## src/rtl/cam_pkg.sv

```systemverilog
`default_nettype none
// ---------------------------------------------------------------
// cam_pkg: shared types for the camera power-up init sequencer
// Rev 1.0
// ---------------------------------------------------------------
package cam_pkg;

  localparam int CAM_REG_W = 8;

  typedef enum logic [2:0] {
    ST_IDLE     = 3'd0,
    ST_FETCH    = 3'd1,
    ST_ISSUE    = 3'd2,
    ST_WAIT_ACK = 3'd3,
    ST_DELAY    = 3'd4,
    ST_DONE     = 3'd5,
    ST_FAIL     = 3'd6
  } cam_init_state_t;

  typedef struct packed {
    logic [CAM_REG_W-1:0] addr;
    logic [CAM_REG_W-1:0] data;
    logic                 delay;
    logic                 last;
  } cam_init_entry_t;

  function automatic cam_init_entry_t cam_entry(
    input logic [CAM_REG_W-1:0] addr,
    input logic [CAM_REG_W-1:0] data,
    input logic                 delay,
    input logic                 last
  );
    cam_init_entry_t e;
    e.addr  = addr;
    e.data  = data;
    e.delay = delay;
    e.last  = last;
    return e;
  endfunction

endpackage
`default_nettype wire

```

## src/rtl/cam_init_rom.sv

```systemverilog
`default_nettype none
// ---------------------------------------------------------------
// cam_init_rom: register/value table, registered read (1 cycle)
// Rev 1.0
// ---------------------------------------------------------------
module cam_init_rom
  import cam_pkg::*;
#(
  parameter int NUM_ENTRIES = 16,
  localparam int IDX_W      = $clog2(NUM_ENTRIES)
) (
  input  logic             clock,
  input  logic [IDX_W-1:0] idx,
  output cam_init_entry_t  entry
);

  cam_init_entry_t w_entry;

  // Unused slots read back as zero with last set, so a runaway index terminates.
  always_comb begin
    w_entry = cam_entry(8'h00, 8'h00, 1'b0, 1'b1);
    case (int'(idx))
      0:       w_entry = cam_entry(8'h12, 8'h80, 1'b0, 1'b0);
      1:       w_entry = cam_entry(8'h11, 8'h01, 1'b0, 1'b0);
      2:       w_entry = cam_entry(8'h0C, 8'h04, 1'b1, 1'b0);
      3:       w_entry = cam_entry(8'h3A, 8'h0D, 1'b0, 1'b1);
      default: w_entry = cam_entry(8'h00, 8'h00, 1'b0, 1'b1);
    endcase
  end

  always_ff @(posedge clock) begin
    entry <= w_entry;
  end

endmodule
`default_nettype wire

```

## src/rtl/cam_init_seq.sv

```systemverilog
`default_nettype none
// ---------------------------------------------------------------
// cam_init_seq: walks the init table, issuing SCCB writes with retry
// Rev 1.0
// ---------------------------------------------------------------
module cam_init_seq
  import cam_pkg::*;
#(
  parameter int NUM_ENTRIES    = 16,
  parameter int DELAY_CYCLES   = 1000,
  parameter int TIMEOUT_CYCLES = 4096,
  parameter int MAX_RETRIES    = 2,
  localparam int IDX_W         = $clog2(NUM_ENTRIES)
) (
  input  logic                 clock,
  input  logic                 reset,
  input  logic                 init,
  output logic                 done_init,
  output logic                 error,
  output logic [IDX_W-1:0]     err_index,
  output logic                 busy,
  output logic                 wr_valid,
  output logic [CAM_REG_W-1:0] wr_addr,
  output logic [CAM_REG_W-1:0] wr_data,
  input  logic                 wr_ready,
  input  logic                 wr_done,
  input  logic                 wr_nack
);

  localparam int TMAX    = (TIMEOUT_CYCLES > DELAY_CYCLES) ? TIMEOUT_CYCLES : DELAY_CYCLES;
  localparam int TIMER_W = $clog2(TMAX);
  localparam int RETRY_W = (MAX_RETRIES > 0) ? $clog2(MAX_RETRIES + 1) : 1;

  localparam logic [TIMER_W-1:0] TIMEOUT_LAST = TIMER_W'(TIMEOUT_CYCLES - 1);
  localparam logic [TIMER_W-1:0] DELAY_LAST   = TIMER_W'(DELAY_CYCLES - 1);
  localparam logic [RETRY_W-1:0] RETRY_LIMIT  = RETRY_W'(MAX_RETRIES);
  localparam logic [IDX_W-1:0]   IDX_LAST     = IDX_W'(NUM_ENTRIES - 1);

  cam_init_state_t      r_state;
  cam_init_state_t      w_next;
  cam_init_state_t      w_advance_st;
  cam_init_state_t      w_failure_st;
  cam_init_entry_t      w_entry;
  logic [IDX_W-1:0]     r_idx;
  logic [RETRY_W-1:0]   r_retry;
  logic [TIMER_W-1:0]   r_timer;
  logic                 r_error;
  logic [IDX_W-1:0]     r_err_index;
  logic                 w_timeout;
  logic                 w_delay_end;

  cam_init_rom #(
    .NUM_ENTRIES (NUM_ENTRIES)
  ) u_rom (
    .clock (clock),
    .idx   (r_idx),
    .entry (w_entry)
  );

  assign w_timeout    = (r_timer == TIMEOUT_LAST);
  assign w_delay_end  = (r_timer == DELAY_LAST);
  assign w_advance_st = (w_entry.last || (r_idx == IDX_LAST)) ? ST_DONE : ST_FETCH;
  assign w_failure_st = (r_retry < RETRY_LIMIT) ? ST_ISSUE : ST_FAIL;

  // State register
  always_ff @(posedge clock) begin
    if (reset) begin
      r_state <= ST_IDLE;
    end else begin
      r_state <= w_next;
    end
  end

  // Next-state logic; a wr_done on the timeout cycle takes precedence
  always_comb begin
    w_next = r_state;
    case (r_state)
      ST_IDLE: begin
        if (init) begin
          w_next = ST_FETCH;
        end
      end
      ST_FETCH: begin
        w_next = ST_ISSUE;
      end
      ST_ISSUE: begin
        if (wr_ready) begin
          w_next = ST_WAIT_ACK;
        end
      end
      ST_WAIT_ACK: begin
        if (wr_done) begin
          if (wr_nack) begin
            w_next = w_failure_st;
          end else if (w_entry.delay) begin
            w_next = ST_DELAY;
          end else begin
            w_next = w_advance_st;
          end
        end else if (w_timeout) begin
          w_next = w_failure_st;
        end
      end
      ST_DELAY: begin
        if (w_delay_end) begin
          w_next = w_advance_st;
        end
      end
      ST_DONE: begin
        w_next = ST_IDLE;
      end
      ST_FAIL: begin
        w_next = ST_IDLE;
      end
      default: begin
        w_next = ST_IDLE;
      end
    endcase
  end

  // Counters and sticky error, stepped by the transition being taken
  always_ff @(posedge clock) begin
    if (reset) begin
      r_idx       <= '0;
      r_retry     <= '0;
      r_timer     <= '0;
      r_error     <= 1'b0;
      r_err_index <= '0;
    end else begin
      case (r_state)
        ST_IDLE: begin
          if (init) begin
            r_idx       <= '0;
            r_retry     <= '0;
            r_error     <= 1'b0;
            r_err_index <= '0;
          end
        end
        ST_ISSUE: begin
          r_timer <= '0;
        end
        ST_WAIT_ACK: begin
          r_timer <= r_timer + TIMER_W'(1);
          if (w_next == ST_ISSUE) begin
            r_retry <= r_retry + RETRY_W'(1);
          end else if (w_next == ST_DELAY) begin
            r_timer <= '0;
          end else if (w_next == ST_FETCH) begin
            r_idx   <= r_idx + IDX_W'(1);
            r_retry <= '0;
          end
        end
        ST_DELAY: begin
          r_timer <= r_timer + TIMER_W'(1);
          if (w_next == ST_FETCH) begin
            r_idx   <= r_idx + IDX_W'(1);
            r_retry <= '0;
          end
        end
        ST_FAIL: begin
          r_error     <= 1'b1;
          r_err_index <= r_idx;
        end
        default: begin
          r_timer <= r_timer;
        end
      endcase
    end
  end

  // Outputs are pure decodes of registered state and ROM data
  always_comb begin
    busy      = (r_state != ST_IDLE);
    wr_valid  = (r_state == ST_ISSUE);
    done_init = (r_state == ST_DONE);
    wr_addr   = '0;
    wr_data   = '0;
    if (r_state == ST_ISSUE) begin
      wr_addr = w_entry.addr;
      wr_data = w_entry.data;
    end
  end

  assign error     = r_error;
  assign err_index = r_err_index;

endmodule
`default_nettype wire
```

## config.mk

```make
export PLATFORM = sky130hd
export DESIGN_NAME = cam_init_seq
export DESIGN_NICKNAME = d
export VERILOG_FILES = /design/src/rtl/cam_pkg.sv /design/src/rtl/cam_init_rom.sv /design/src/rtl/cam_init_seq.sv
export SDC_FILE = /design/constraint.sdc
export NUM_CORES = 1
export LEC_CHECK = 0
export CORE_MARGIN = 3
export CORE_UTILIZATION = 35
export DETAILED_ROUTE_END_ITERATION = 10
export DONT_BUFFER_PORTS = 1
export HOLD_SLACK_MARGIN = 0.1
export PLACE_DENSITY = 0.6
export SLEW_MARGIN = 20
export SYNTH_ARGS = -nofsm -noshare
export SYNTH_HDL_FRONTEND = slang
export SYNTH_SLANG_ARGS = --single-unit
export TNS_END_PERCENT = 50
```

## constraint.sdc

```tcl
create_clock -name clock -period 3.1 [get_ports clock]
set_clock_uncertainty 0.05 [all_clocks]
set_input_delay 0.155 -clock clock [delete_from_list [all_inputs] [get_ports clock]]
set_output_delay 0.155 -clock clock [all_outputs]
set_load 0.005 [all_outputs]
```

# == After elaboration in Yosys (flattened, before gate mapping) ==
# Cells that the tools add are included.
# word_totals
inputBits,6
register_bits,42
# op_classes
addsub,3
n_eq_ne,19
order_cmp,1
reduce_logical,10
muxes,29
# op_table
op,n
$pmux 16 s4,1
$pmux 12 s3,1
$mux 3,9
$mux 12,2
$mux 4,4
$pmux 3 s5,1
$add 12x1->12 const B,1
$eq 12x10->1 const B,1
$eq 12x12->1 const B,1
$eq 3x3->1 const B,4
$pmux 4 s3,1
$eq 3x2->1 const B,3
$reduce_bool 3->1,3
$eq 4x2->1 const B,2
$mux 2,4
$mux 8,1
$pmux 4 s2,1
$eq 3x1->1 const B,2
$mux 6,1
$ne 2x2->1 const B,3
$pmux 2 s3,1
$add 4x1->4 const B,1
$eq 4x1->1 const B,1
$eq 4x4->1 const B,1
other kinds (12),12

# == Depth between registers and ports, before layout ==
# Gate-level depths: netlist of run 1.
# depth
depth_word,12
mapped_depth,8

# == Cells and area by module ==
# A second synthesis of run 1 with hierarchy kept.
# unflattened
cells_unflattened,212
area_unflattened_um2,1855.5
# modules_own_cells
module,n_inst,seq_area_each_um2,cells_per_inst,area_each_um2
cam_init_seq,1,520.5,178,1508.9
cam_init_rom,1,180.2,34,346.6

# == Least setup slack after synthesis of run 1 ==
# No wires, ideal clock.
# synth_path
kind,flip-flop to flip-flop
start,register r_timer[0]
end,register r_timer[4]
setup_time_ns,0.117
path_stages_with_launch,8
period_less_slack_ns,2.167
path_slack_ns,0.933
arrival_time_ns,2.001
cell_sequence,dfxtp_1 ha_1 nand3_1 o41a_1 nor3_2 a311oi_2 a21o_1 a22o_1
# synth_between
elab_chain_len,8
# synth_lines
item,line,source
"start, declared",cam_init_seq.sv:46,logic [TIMER_W-1:0] r_timer;
"start signal, assigned",cam_init_seq.sv:143,r_timer <= r_timer + TIMER_W'(1);
"start signal, assigned",cam_init_seq.sv:154,r_timer <= r_timer + TIMER_W'(1);
"start signal, assigned",cam_init_seq.sv:165,r_timer <= r_timer;
$eq 12x12->1,cam_init_seq.sv:60,assign w_timeout = (r_timer == TIMEOUT_LAST);
$mux 3,cam_init_seq.sv:100,end else if (w_timeout) begin
$mux 3,cam_init_seq.sv:92,if (wr_done) begin
$pmux 3 s5,cam_init_seq.sv:77,case (r_state)
$eq 3x3->1,cam_init_seq.sv:146,end else if (w_next == ST_DELAY) begin
$mux 12,cam_init_seq.sv:146,
$mux 12,cam_init_seq.sv:144,if (w_next == ST_ISSUE) begin
$pmux 12 s3 *,cam_init_seq.sv:130,case (r_state)
# Every way passes the cells marked *; elsewhere a longest branch is shown, timed or not.
# A chain may end at the register's enable or synchronous reset.

# == Final worst setup path of run 1 ==
# layout_path
start,register r_idx[0]
end,register r_timer[4]
# layout_between
elab_chain_len,11
# layout_lines
item,line,source
"start, declared",cam_init_seq.sv:44,logic [IDX_W-1:0] r_idx;
"start signal, assigned",cam_init_seq.sv:149,r_idx <= r_idx + IDX_W'(1);
"start signal, assigned",cam_init_seq.sv:156,r_idx <= r_idx + IDX_W'(1);
$eq 4x4->1 *,cam_init_seq.sv:62,assign w_advance_st = (w_entry.last || (r_idx == IDX_LAST)) ? ST_DONE : ST_FETCH;
$logic_or 1x1->1 *,cam_init_seq.sv:62,
$mux 3 *,cam_init_seq.sv:62,
$mux 3,cam_init_seq.sv:95,end else if (w_entry.delay) begin
$mux 3,cam_init_seq.sv:93,if (wr_nack) begin
$mux 3,cam_init_seq.sv:92,
$pmux 3 s5 *,cam_init_seq.sv:77,
$eq 3x3->1,cam_init_seq.sv:146,
$mux 12,cam_init_seq.sv:146,
$mux 12 *,cam_init_seq.sv:144,
$pmux 12 s3 *,cam_init_seq.sv:130,
# Marks and branches as above.

==> results of run 1 <==
==> cells by family after synthesis <==
logic type / Yosys count / synth area share, %
simple gates: 106 / 31.4
compound gates: 47 / 17.9
flops: 35 / 38.3
buf+inv: 21 / 6.29
fa+ha+maj: 5 / 3.42
xor+xnor: 3 / 1.44
mux: 2 / 1.09
other cells: 1 / 0.205
==> worst max-delay path, stage by stage (launching register included) <==
cell and delay (ps):
dfxtp_1 440, ha_1 250, a31oi_1 130, a21boi_1 170
nor3_1 600, a311oi_2 330, a21o_1 250, a22o_1 170
==> power by group through the flow <==
stage	registers, mW	clock network (mW)	logic, mW
5_1_grt	0.465	0.363	0.0926
6_report	0.465	0.328	0.0822
2_1_floorplan	0.467	0	0.0760
4_1_cts	0.464	0.339	0.0825
3_3_place_gp	0.475	0	0.0756
3_5_place_dp	0.475	0	0.0754
==> registers in the layout (all words and copies together), names as in the netlist <==
name,count
err_index,4
error,1
r_idx,4
r_retry,2
r_state,3
r_timer,12
u_rom.entry,9
==> area by class of cell <==
class	instances	area [um^2]
Clock buffer	6	82.6
Clock inverter	1	5.00
Fill cell	515	2920
Inverter	6	22.5
Multi-Input combinational cell	169	1030
Sequential cell	35	701
Tap cell	67	83.8
Timing Repair Buffer	3	27.5
==> through the flow <==
stage | worst slack (ps) | power (mW)
floorplan | 933 | 0.543
global placement | 742 | 0.550
detailed placement | 622 | 0.550
CTS | 601 | 0.886
global route | 375 | 0.920
finish | 585 | 0.874
==> cell usage in the layout, fill, tap and decap left out, types with 6 or more instances in the layout <==
| cell type | instances |
|---|---|
| nor2_1 | 22 |
| and2_1 | 12 |
| nor3_1 | 11 |
| dfxtp_1 | 35 |
| conb_1 | 6 |
| nand2_1 | 17 |
| nand3_1 | 11 |
| clkbuf_8 | 6 |
| a21oi_1 | 15 |
==> routing by layer <==
metal	vias up	global-route usage (%)	share of wire [%]
met5	-	0	0
met4	0	5.42	1.3
met3	7	4.59	6.1
met2	36	19.8	41
met1	674	18.9	52
li1	777	-	-
==> final timing paths <==
kind	cells after the start	startpoint	to	slack (ps)
worst min register to register	1	r_retry[1]$_SDFFE_PP0P_	r_retry[1]$_SDFFE_PP0P_	440
worst min-delay path	3	init	err_index[1]$_SDFFE_PP0P_	170
worst max-delay path	7	r_idx[0]$_SDFFE_PP0P_	r_timer[4]$_SDFFE_PP0P_	580
worst max register to register	7	r_idx[0]$_SDFFE_PP0P_	r_timer[4]$_SDFFE_PP0P_	580
==> metrics.csv, run 1 <==
metric,value,unit
status,"complete, no violations",
synth_area_leaders,"dfxtp_1, nor2_1, a21oi_1",
syn_area_per_cell,8.32,um^2
final_util,40.1,%
netlist_instances,220,
numCtsBuffers,5,
fp-row-count,25,
power.leakage,0.725,nW
worst_setup_path_start_kind,register,
postRouteAntennaNets,0,
p_seq_share,53.1,%
num_io_pins,30,
layout.nets,231,
setup_viol,0,
grt_max_degree,24,
finalCritPeriodShare,81.1,%
fmax,398,MHz
holdWs,170,ps
cts_tree,done,
stdcell_area,1960,um^2
grt_overflow_total,0,
worst_ir_drop_vdd,0.251,mV
area_delta_synth_final,6.84,%
drive_above_1_share,8.18,%
grt_pass1_wl,6750,um
tightestPinTransition,899,ps
async_flop_share,0,%
antenna_found_initial,0,
hold_viol,0,
routed_via_density,5.21,
yosys_register_bits,35,
cts_setup_buffers,0,
netlist_top_cells_count,"dfxtp_1, nor2_1, nand2_1",
firstDrtPassIters,4,
p_int,656,uW
grt_pass1_vias,1459,
clkSinkCount,35,
clk_pin_slew,70,ps
period_needed,2520,ps
route.vias.total,1494,
insertion_delay,290,ps
ctsResizeCount,0,
gp_congestion,0.855,
root_buffer,clkbuf_8,
synth_top_cell_area_share,38.3,%
dp.final_hpwl,2800,um
worstSetupEndpointType,register,
fp.dieW,78.3,um
remaining_drc_errors,0,
start_util,37.5,%
core,4880,um^2
synth.most_common_cell,dfxtp_1,
dp_cells,278,
setup_tns,0,ps
pwr-share-clk,37.5,%
power.switching,219,uW
cts_hold_buf,2,
final_cells,287,
synth-main-ff-cell,dfxtp_1,
htreeDepth,2,
diodes,0,
crit_type,register to register,
seq_area_frac_synth,38.3,%
synth_warnings,0,
crit_arrival,2640,ps
io_buffers,0,
p_sw_share,25.0,%
drv_slew,0,
synth_edf_count,0,
die_h,78.3,um
die_area,6130,um^2
detail_route.wl_per_cell,13.4,um
grt_usage,13.8,%
slew_headroom,39.9,%
cts-root-to-sink-buffers,2,
ys_types,47,
maxCapViolations,0,
synth_area,1830,um^2
wirelength,3850,um
p_comb_share,9.4,%
hold_path_class,input port to register,
powerDensity,447,nW/um^2
worstPathRequired,3230,ps
placed_cell_area,1850,um^2
rsz0062_at_grt,false,
drtIter0Drc,104,
yosys.area.top_type,dfxtp_1,
crit_fanout,8,
Power figures use the tool's default switching activity.
==> inputs of run 2 (changes only) <==
- clock period: 3.1 -> 2.55 ns (I/O delays scaled with it)
==> run 2 against run 1 <==
Effect of this change: via count is 6.0% higher; clock-buffer cell count unchanged; power is 23% higher; critical endpoint is now r_idx[0]$_SDFFE_PP0P_; largest power group unchanged; largest cell class unchanged; setup slack worse by 370 ps; non-clock buffer count grew 5.
==> metrics.csv, run 2 (same netlist as run 1, synthesis figures left out) <==
metric,value,unit
root_buffer,clkbuf_8,
top_usage_layer,met2,
grtUsageMet1,18.8,%
start_util,37.5,%
remaining_drc_errors,0,
hold_path_class,input port to register,
max_stage_delay,470,ps
maxCapViolations,0,
whs_path_depth,3,
period_needed,2330,ps
postRouteAntennaNets,0,
slew_headroom,37.5,%
crit_type,register to register,
worst_setup_path_start_kind,register,
final_common_cell,dfxtp_1,
min_from,init,
powerDensity,538,nW/um^2
fp-row-count,25,
grt_usage,13.7,%
io_buffers,0,
detail_route.wl_per_cell,14.1,um
worstSetupEndpointType,register,
cp_num_buf_inv,0,
grt_max_degree,24,
setup_viol,0,
die_h,78.3,um
gp_congestion,0.863,
cts_tree,done,
htreeDepth,2,
clk_pin_slew,70,ps
final_cell_mix,"dfxtp_1, nor2_1, nand2_1",
route.vias.total,1584,
grtUsageMet3,3.90,%
hold_viol,0,
r2r_slack,220,ps
reg2regPathDepth,7,
diodes,0,
grt_pass1_vias,1440,
worstPathRequired,2710,ps
finalCritPeriodShare,91.5,%
drv_slew,0,
core,4880,um^2
reg2reg_to,r_idx[0]$_SDFFE_PP0P_,
cts-root-to-sink-buffers,2,
placed_cell_area,1890,um^2
stdcell_area,2000,um^2
clkSinkCount,35,
pre_cts_ws,61.6,ps
drtIter0Drc,99,
layout.nets,236,
power.leakage,0.751,nW
grt_pass1_wl,6710,um
drive_above_1_share,10.7,%
fmax,428,MHz
die_area,6130,um^2
p_total,1.08,mW
insertion_delay,290,ps
regMostFlops,r_timer,
crit_fanout,7,
min_to,err_index[0]$_SDFFE_PP0P_,
layout_setup_ws,216,ps
setup_tns,0,ps
fp.dieW,78.3,um
worst_ir_drop_vdd,0.284,mV
antenna_found_initial,0,
crit_arrival,2490,ps
dp.final_hpwl,2970,um
status,"complete, no violations",
area_delta_synth_final,9.50,%
tightestPinTransition,934,ps
largest_reg_flops,12,
firstDrtPassIters,4,
numCtsBuffers,5,
regToRegStartpoint,r_idx[0]$_SDFFE_PP0P_,
num_io_pins,30,
slowest_stage,or4_1,
routed_via_density,5.42,
rsz0062_at_grt,false,
wirelength,4120,um
use_met2,20.5,%
cpLargestDelayFamily,compound AO/OA/AOI/OAI gates,
grt_overflow_total,0,
crit_chain,ha_1 -> a31oi_1 -> a21boi_1 -> nor3_2 -> o21a_1 -> or4_1 -> a21oi_1,
top_regs,"r_timer: 12 flops, u_rom.entry: 9 flops",
## run 2: how the worst max path moves through the flow
stage,from,to,slack [ps],cells past startpoint
2_1_floorplan,r_timer[0]$_SDFFE_PP0P_,r_timer[4]$_SDFFE_PP0P_,380,7
3_3_place_gp,r_idx[0]$_SDFFE_PP0P_,r_timer[4]$_SDFFE_PP0P_,200,7
3_5_place_dp,r_idx[0]$_SDFFE_PP0P_,r_timer[4]$_SDFFE_PP0P_,60,7
4_1_cts,r_idx[0]$_SDFFE_PP0P_,r_timer[4]$_SDFFE_PP0P_,50,7
5_1_grt,r_timer[0]$_SDFFE_PP0P_,r_timer[4]$_SDFFE_PP0P_,40,7
6_report,r_idx[0]$_SDFFE_PP0P_,r_idx[0]$_SDFFE_PP0P_,220,7
## run 2: routing by layer
metal / vias to the layer above / part of all wire, % / routed length, um
li1: 791 / - / -
met1: 724 / 46 / 1910
met2: 62 / 43 / 1790
met3: 7 / 8.8 / 363
met4: 0 / 1.4 / 57
met5: - / 0 / 0
## run 2: report_power, final
group	switching (mW)	internal [mW]
Combinational	0.0775	0.0396
Clock	0.191	0.212
Sequential	0.00656	0.552
Total	0.275	0.803
## run 2: repair_timing
| action | CTS | global route |
|---|---|---|
| resized for setup | 0 | 2 |
| hold buffers | 2 | 0 |
| buffers inserted | 0 | 0 |
| hold endpoints to repair | 25 | 0 |
| endpoints found under the setup margin | 0 | 11 |
## run 2: worst min-delay path: cells and delay by family
kind,cells,cell delay (ps)
AO/OA/AOI/OAI,2,250
AND/OR/NAND/NOR,1,50
## run 2: area by class of cell
class	instances	area [um^2]
clock inverters	1	5.00
flip-flops and latches	35	701
repair buffers	8	65.1
inverters	6	22.5
clock buffers	6	82.6
fillers	509	2880
well taps	67	83.8
multi-input cells	169	1040
## run 2: metrics by stage
stage	std cells	utilization (%)	hold slack (ps)
5_1_grt	292	41.1	178
6_report	292	41.1	135
4_1_cts	292	40.8	139
2_1_floorplan	225	-	161
3_5_place_dp	283	38.6	151
3_3_place_gp	283	38.6	149
==> inputs of run 3 (changes only) <==
- CORE_UTILIZATION: 35 -> 43
- PLACE_DENSITY: 0.6 -> 0.69
==> run 3 against run 2 <==
Effect of this change: fmax shrank 0.27%; cell area shrank 0.87%; first-iteration DRC count shrank 2.0%; flip-flop and latch count is the same; setup slack lost 6.4 ps; via count shrank 2.5%; power grew 8.9%; critical path depth is the same; clock power grew 26%; cell count shrank 6.2%; combinational power shrank 9%; non-clock buffer count shrank 2.
==> metrics.csv, run 3 (same netlist as run 1, synthesis figures left out) <==
metric,value,unit
firstDrtPassIters,4,
grt_pass1_vias,1388,
num_io_pins,30,
drive_above_1_share,10.3,%
antenna_found_initial,0,
fp-row-count,23,
grt_pass1_wl,6600,um
gp_congestion,0.837,
largest_reg_flops,12,
io_buffers,0,
grtUsageMet1,22.3,%
fp.dieW,71.2,um
crit_fanout,8,
numCtsBuffers,5,
worst_setup_path_start_kind,register,
worstSetupEndpointType,register,
detail_route.wl_per_cell,14.1,um
htreeDepth,2,
p_comb_share,9.1,%
dp_cells,264,
pwr-share-clk,43.1,%
clkSinkCount,35,
crit_arrival,2480,ps
insertion_delay,290,ps
core,4060,um^2
setup_viol,0,
remaining_drc_errors,0,
finalCritPeriodShare,91.8,%
crit_type,register to register,
root_buffer,clkbuf_8,
area_delta_synth_final,8.54,%
worstPathRequired,2690,ps
slew_headroom,40.8,%
diodes,0,
power.switching,295,uW
routed_via_density,5.64,
grt_usage,15.9,%
wirelength,3870,um
cts_setup_buffers,0,
drv_slew,0,
final_common_cell,dfxtp_1,
status,"complete, no violations",
powerDensity,591,nW/um^2
maxCapViolations,0,
start_util,45.1,%
hold_viol,0,
postRouteAntennaNets,0,
tightestPinTransition,885,ps
period_needed,2340,ps
worst_ir_drop_vdd,0.416,mV
route.vias.total,1544,
fmax,427,MHz
final_cells,274,
final_cell_mix,"dfxtp_1, nor2_1, nand2_1",
hold_path_class,input port to register,
p_seq_share,47.8,%
grtUsageMet3,4.35,%
die_h,71.2,um
use_met2,23.3,%
cts-root-to-sink-buffers,2,
drtIter0Drc,97,
grt_overflow_total,0,
rsz0062_at_grt,false,
p_sw_share,25.1,%
clk_pin_slew,80,ps
die_area,5080,um^2
top_usage_layer,met2,
layout.nets,234,
regMostFlops,r_timer,
cts_tree,done,
setup_tns,0,ps
grt_max_degree,24,
p_int,880,uW
dp.final_hpwl,2790,um
top_regs,"r_timer: 12 flops, u_rom.entry: 9 flops",
power.leakage,0.751,nW
## run 3: cell types whose count changed in the layout (fill, tap and decap cells not counted), sizes merged
cell | before | now
clkbuf | 6 | 5
bufinv | 0 | 1
clkinv | 1 | 2
buf | 6 | 4
## run 3: final cells by class
| cell class | instances | area, um^2 |
|---|---|---|
| inverters | 6 | 22.5 |
| multi-input cells | 169 | 1040 |
| well taps | 50 | 62.6 |
| fillers | 397 | 2070 |
| clock buffers | 5 | 68.8 |
| flip-flops and latches | 35 | 701 |
| repair buffers | 6 | 50.0 |
| clock inverters | 3 | 43.8 |
## run 3: critical path, cell delays in order, from the launching register on
cell,delay [ps]
dfxtp_1,370
ha_1,210
nand3_1,130
o41a_1,490
nor3_2,310
a311oi_2,260
a21o_1,240
a22o_1,170
## run 3: per-stage QoR
stage               utilization [%]  hold WS [ps]  setup slack (ps)  power [mW]  cell area (um^2)
global route                   49.0           166              27.7        1.23              1990
CTS                            48.8           128               101        1.19              1980
detailed placement             45.6           151               140       0.672              1850
floorplan                         -           161               383       0.660              1850
global placement               45.6           149               239       0.672              1850
finish                         49.0           130               209        1.17              1990
## run 3: what timing repair did
action | 4_1_cts | 5_1_grt
setup endpoints to repair | 0 | 10
endpoints found under the hold margin | 26 | 0
gates resized for setup | 0 | 1
hold buffers | 2 | 0
## run 3: power by group through the flow
stage                     registers, mW  logic, mW  clock network [mW]
final                             0.561      0.106               0.506
after CTS                         0.561      0.106               0.519
after floorplan                   0.567     0.0923                   0
after detailed placement          0.574     0.0973                   0
after global routing              0.564      0.120               0.542
after global placement            0.574     0.0974                   0
## run 3: metal layers
layer  wire, um  part of all wire [%]  vias up
met2       1640                    42       61
li1           -                     -      786
met5          0                     0        -
met4         42                   1.1        0
met1       1900                    49      690
met3        285                   7.4        7
## run 3: worst paths after layout
| kind | startpoint | endpoint | slack (ps) | cells after the start |
|---|---|---|---|---|
| max reg2reg | r_timer[0]$_SDFFE_PP0P_ | r_timer[4]$_SDFFE_PP0P_ | 210 | 7 |
| min | init | err_index[2]$_SDFFE_PP0P_ | 130 | 3 |
| min reg2reg | r_retry[0]$_SDFFE_PP0P_ | r_retry[0]$_SDFFE_PP0P_ | 440 | 1 |
| max | r_timer[0]$_SDFFE_PP0P_ | r_timer[4]$_SDFFE_PP0P_ | 210 | 7 |
